## src/rtl/heap_sort_sequencer_pkg.sv

```systemverilog
// Shared types and defaults for the heap-sort sequencer and its order checker.
package heap_sort_sequencer_pkg;

    localparam int N_DEFAULT = 10;
    localparam int W_DEFAULT = 16;
    localparam int ERR_MAX   = 255;

    typedef enum logic [1:0] {
        IDLE,
        LOAD,
        DRAIN,
        DONE
    } state_t;

endpackage

```

## src/rtl/sort_order_checker.sv

```systemverilog
// Watches the popped key stream and counts keys smaller than their predecessor,
// saturating at ERR_MAX. The count survives across runs until reset.
module sort_order_checker
    import heap_sort_sequencer_pkg::*;
#(
    parameter int W = W_DEFAULT
) (
    input  logic         clk,
    input  logic         rst,
    input  logic         pop,
    input  logic         first,
    input  logic         clear,
    input  logic [W-1:0] key,
    output logic [7:0]   err_cnt
);

    logic [W-1:0] prev_key;

    always_ff @(posedge clk or posedge rst) begin
        if (rst) begin
            prev_key <= '0;
            err_cnt  <= '0;
        end else if (clear) begin
            prev_key <= '0;
        end else if (pop) begin
            prev_key <= key;
            // The first key of a run has no predecessor, so it is never an error.
            if (!first && (key < prev_key) && (err_cnt != 8'(ERR_MAX)))
                err_cnt <= err_cnt + 8'd1;
        end
    end

endmodule

```

## src/rtl/heap_sort_sequencer.sv

```systemverilog
// Sequences one heap-sort run: latch N keys, push them into the priority queue,
// then pop them through a registered valid/ready stream while checking order.
module heap_sort_sequencer
    import heap_sort_sequencer_pkg::*;
#(
    parameter int N = N_DEFAULT,
    parameter int W = W_DEFAULT
) (
    input  logic           system1000,
    input  logic           system1000_rst,
    input  logic [N*W:0]   stim_i,
    output logic           stim_ready_o,
    output logic           pq_push_o,
    output logic [W-1:0]   pq_din_o,
    input  logic           pq_full_i,
    output logic           pq_pop_o,
    input  logic [W-1:0]   pq_dout_i,
    input  logic           pq_empty_i,
    output logic           out_valid_o,
    output logic [W-1:0]   out_data_o,
    output logic           out_last_o,
    input  logic           out_ready_i,
    output logic           done_o,
    output logic [7:0]     err_cnt_o
);

    localparam int CW = $clog2(N + 1);

    state_t          state, state_next;
    logic [N*W-1:0]  keys;
    logic [CW-1:0]   push_idx;
    logic [CW-1:0]   pop_cnt;
    logic            accept;
    logic            out_hs;

    assign accept   = stim_i[N*W] && (state == IDLE);
    assign out_hs   = out_valid_o && out_ready_i;
    assign pq_din_o = keys[int'(push_idx)*W +: W];

    // NOTE: every output of this process gets a default first, so no path through
    // the case statement can leave one unassigned and infer a latch.
    always_comb begin
        state_next   = state;
        stim_ready_o = 1'b0;
        pq_push_o    = 1'b0;
        pq_pop_o     = 1'b0;
        done_o       = 1'b0;
        case (state)
            IDLE: begin
                stim_ready_o = 1'b1;
                if (accept)
                    state_next = LOAD;
            end
            LOAD: begin
                pq_push_o = !pq_full_i;
                if (pq_push_o && (push_idx == CW'(N - 1)))
                    state_next = DRAIN;
            end
            DRAIN: begin
                pq_pop_o = !pq_empty_i && (pop_cnt < CW'(N)) && (!out_valid_o || out_ready_i);
                if (out_hs && out_last_o)
                    state_next = DONE;
            end
            DONE: begin
                done_o     = 1'b1;
                state_next = IDLE;
            end
            default: state_next = IDLE;
        endcase
    end

    // NOTE: the key register is reset as well, so pq_din_o reads zero out of reset
    // instead of whatever the flops powered up with.
    always_ff @(posedge system1000 or posedge system1000_rst) begin
        if (system1000_rst) begin
            state       <= IDLE;
            keys        <= '0;
            push_idx    <= '0;
            pop_cnt     <= '0;
            out_valid_o <= 1'b0;
            out_data_o  <= '0;
            out_last_o  <= 1'b0;
        end else begin
            state <= state_next;
            if (accept)
                keys <= stim_i[N*W-1:0];
            if (pq_push_o)
                push_idx <= (push_idx == CW'(N - 1)) ? '0 : push_idx + 1'b1;
            // A pop refills the output register in the same cycle it is consumed.
            if (pq_pop_o) begin
                out_data_o  <= pq_dout_i;
                out_valid_o <= 1'b1;
                out_last_o  <= (pop_cnt == CW'(N - 1));
                pop_cnt     <= pop_cnt + 1'b1;
            end else if (out_hs) begin
                out_valid_o <= 1'b0;
                out_last_o  <= 1'b0;
            end
            if (state == DONE) begin
                pop_cnt  <= '0;
                push_idx <= '0;
            end
        end
    end

    sort_order_checker #(.W(W)) u_checker (
        .clk     (system1000),
        .rst     (system1000_rst),
        .pop     (pq_pop_o),
        .first   (pop_cnt == '0),
        .clear   (done_o),
        .key     (pq_dout_i),
        .err_cnt (err_cnt_o)
    );

endmodule

```

## config.mk

```make
export PLATFORM = sky130hd
export DESIGN_NAME = heap_sort_sequencer
export DESIGN_NICKNAME = d
export VERILOG_FILES = /design/src/rtl/heap_sort_sequencer_pkg.sv /design/src/rtl/sort_order_checker.sv /design/src/rtl/heap_sort_sequencer.sv
export SDC_FILE = /design/constraint.sdc
export NUM_CORES = 1
export LEC_CHECK = 0
export BUFFER_PORTS_ARGS = -buffer_cell sky130_fd_sc_hd__buf_4
export CORE_ASPECT_RATIO = 1.2
export CORE_UTILIZATION = 49
export CTS_CLUSTER_SIZE = 20
export DETAILED_ROUTE_END_ITERATION = 6
export GPL_ROUTABILITY_DRIVEN = 0
export GPL_TIMING_DRIVEN = 1
export MAX_ROUTING_LAYER = met4
export PLACE_DENSITY = 0.77
export SETUP_SLACK_MARGIN = 0.02
export SLEW_MARGIN = 20
export SYNTH_ARGS = -nofsm -noshare
export SYNTH_HDL_FRONTEND = slang
export SYNTH_SLANG_ARGS = --single-unit
export TNS_END_PERCENT = 30
```

## constraint.sdc

```tcl
create_clock -name system1000 -period 6.5 [get_ports system1000]
set_input_delay 0.65 -clock system1000 [delete_from_list [all_inputs] [get_ports system1000]]
set_output_delay 0.65 -clock system1000 [all_outputs]
set_load 0.01 [all_outputs]
```

==> run metrics <==
status=finished clean; Skew-Pair Late Insertion Delay=between 0.5 and 0.6 ns; Post-Synthesis Cells=730; worst setup path endpoint=pq_din_o[14]; Die X=131 µm; HPWL after detailed placement=between 15,000 and 20,000 µm; cts repair resizes=0; Tmin final=around 3.7 ns; dominant cells by area after synthesis=dfrtp_1 (54%), mux2_2 (20%), mux4_2 (7.4%), nand2_1 (3.6%), ha_1 (3.2%); CTS Buf Count=22; first-pass GRT wire length=around 37,000 µm; FF/Latch Area=around 5300 µm²; final setup fails=0; First-pass DRT Iterations=4; CTS tree=built; Worst Path Required=a little under 6 ns; initial antenna violation count=0; # nets final=~1,200; die area=between 20,000 and 25,000 µm²; final-report hold violation count=0; DRT antenna net count=0; top_reg_cell synth=dfrtp_1; LEAKAGE=roughly 5.8 nW; Core Box Area=roughly 20,000 µm²; DRT Wirelength=approximately 24,000 µm; Ports=228; clock power share=21.3%; Worst R2R End=keys[50]$_DFFE_PP0P_; r2r startpoint=state[0]$_DFFE_PP0P_; DRC=0; Sum Neg Setup Slack=0 ns; Synth cell types=38; Iter 0 DRT Violations=around 420; clk sinks=roughly 210; Max IR drop VDD=between 0.3 and 0.4 mV; Non-Filler Instances=around 1,200; reg2reg path depth=5; n_diodes=0; Min-Delay Path Class=in2async; Sequential Power Share=40.4%; Rel. slew slack=between 20% and 30%; Overall Global Routing Usage=between 20% and 30%; Gate power share=between 30% and 40%; Worst Setup Path Type=reg2out; ratio of final minimum period to clock period=~57%; Seq/Total Area, Yosys=a little over half; Clock Skew=~0.011 ns; FF+latch count, synth=~210; Post-synth ARST share=between 90% and 100%; Startpoint Class=register; # Post-CTS Setup Buffers=0; Die Span Y=~160 µm; Least-Margin Pin Slew=about 1.1 ns; setup slack at placement=3.32 ns; P_int=slightly above 4 mW; worst setup path startpoint=push_idx[3]$_DFFE_PP0P_; vias per inst=5.42; worst setup margin=2.78 ns; RSZ-0062 raised after global routing=false; Root Driver=clkbuf_16; number of core rows=between 50 and 60; layout cells sized above 1=around half; crit path max fanout=33; max-slew violation count=0; vias in the first global route=approximately 6,700; syn_area_per_cell=about 13 µm²; fill cell count=around 1,500; Synth Net Count=937; wire length per cell=a little under 20 µm; Synth Warn #=0; Cell Area, Synth=a little under 10,000 µm²; PwrDens=488 nW/µm²; area occupied by multi-input gates=between 4000 and 5000 µm²; max cap viols=0; dpl cells=1,180; Hold Buf Count CTS=0; total number of vias=between 6,000 and 7,000; EDFF count, synth=0; fmax=approximately 270 MHz; H-tree Lvls=1; Reg2Reg Setup Slack=approximately 4 ns; clk slew on worst S/H paths=0.06 ns; Synth-to-Final Area Change=27.4%; Initial Util=roughly half; Arrival @ worst endpoint=slightly above 3 ns; grt ovf=0; crit end category=output pin; Sw Ratio=between 30% and 40%; Yosys top cell area share=between 50% and 60%; largest net degree at the start of global routing=~150; Synth area leader=dfrtp_1; number of port buffers=between 200 and 250; clock buffer depth=3; NetSw=between 1.5 and 2 mW
[Yosys cell counts, types with 3 or more instances]
master,number
buf_2,7
xor2_1,7
clkbuf_1,24
mux2_2,177
buf_1,12
o21ai_0,4
nor2_1,14
mux4_2,32
nand2b_1,3
a221oi_1,17
inv_1,25
a21oi_1,40
nand4_1,3
dfrtp_1,212
nand3_1,5
ha_1,25
nor3_1,5
nand2_1,93
[final cells by class]
class                           count  share of cell area [%]
Clock buffer                       26                    4.96
Clock inverter                     14                    1.09
Inverter                           26                   0.845
Multi-Input combinational cell    449                    33.8
Sequential cell                   212                    42.7
Tap cell                          261                    2.63
Timing Repair Buffer              232                    14.0
[worst min path at each step]
stage / endpoint / slack (ns) / depth (start not counted)
floorplan: keys[144]$_DFFE_PP0P_ / 0.47 / 1
global placement: out_data_o[1]$_DFFE_PP0P_ / 0.46 / 2
detailed placement: out_data_o[1]$_DFFE_PP0P_ / 0.46 / 2
CTS: keys[57]$_DFFE_PP0P_ / 0.36 / 2
global route: keys[40]$_DFFE_PP0P_ / 0.36 / 2
finish: keys[39]$_DFFE_PP0P_ / 0.34 / 2
[logic make-up after synthesis]
group,Yosys count,synth area share [%]
adder cells (fa/ha/maj),25,3.20
AND/OR/NAND/NOR,128,5.56
AO/OA/AOI/OAI,77,5.48
buffers and inverters,69,2.74
flip-flops,212,54.3
multiplexers,210,27.9
XOR/XNOR,9,0.807
[placed cells by master, fill, tap and decap left out, types with 2 or more instances in the layout]
cell,n
clkinvlp_4,3
a21o_1,2
xor2_1,7
nor3_1,5
xnor2_1,2
dfrtp_1,209
a21oi_1,40
clkbuf_8,3
ha_1,25
a221oi_1,17
nand2_1,92
clkbuf_16,23
buf_4,232
clkinv_2,7
mux4_2,32
a41oi_1,2
a211o_1,2
nand3_1,5
nor2_1,14
mux2_2,177
dfrtp_2,2
nand4_1,3
o21a_1,2
o21ai_0,4
bufinv_16,2
nand2b_1,3
inv_1,24
[registers in the layout, summed over array words and instances (netlist names)]
signal	cells
keys	160
u_checker.err_cnt	8
pop_cnt	4
out_valid_o	1
out_data_o	16
state	2
u_checker.prev_key	16
out_last_o	1
push_idx	4
[worst max-delay path: stages, from the launching register on]
cell and delay [ns]:
dfrtp_1 0.40, inv_1 0.43, nor2_1 1.00, a221oi_1 0.29, a21oi_1 0.27, buf_4 0.16
[power groups by stage]
stage / registers [mW] / clock network (mW) / logic, mW
after detailed placement: 2.47 / 0 / 2.32
after floorplan: 2.22 / 0 / 1.73
after CTS: 2.45 / 1.32 / 2.35
after global placement: 2.46 / 0 / 2.27
final: 2.45 / 1.29 / 2.32
after global routing: 2.54 / 1.37 / 2.54
[metrics by stage]
step / hold WS, ns / utilization [%] / instance area (µm²) / total power, mW
finish: 0.344 / 63.6 / 12400 / 6.07
global route: 0.361 / 63.6 / 12400 / 6.45
CTS: 0.358 / 63.6 / 12400 / 6.12
detailed placement: 0.465 / 59.8 / 11700 / 4.79
global placement: 0.461 / 59.8 / 11700 / 4.72
floorplan: 0.474 / - / 9770 / 3.94
[per-layer routing]
metal | share of wire [%] | global-route usage [%]
met4 | 2.6 | 7.17
met5 | 0 | -
met1 | 41 | 31.6
met2 | 51 | 40.5
met3 | 5.5 | 3.28
No activity file was read; power rests on OpenSTA's default activity.
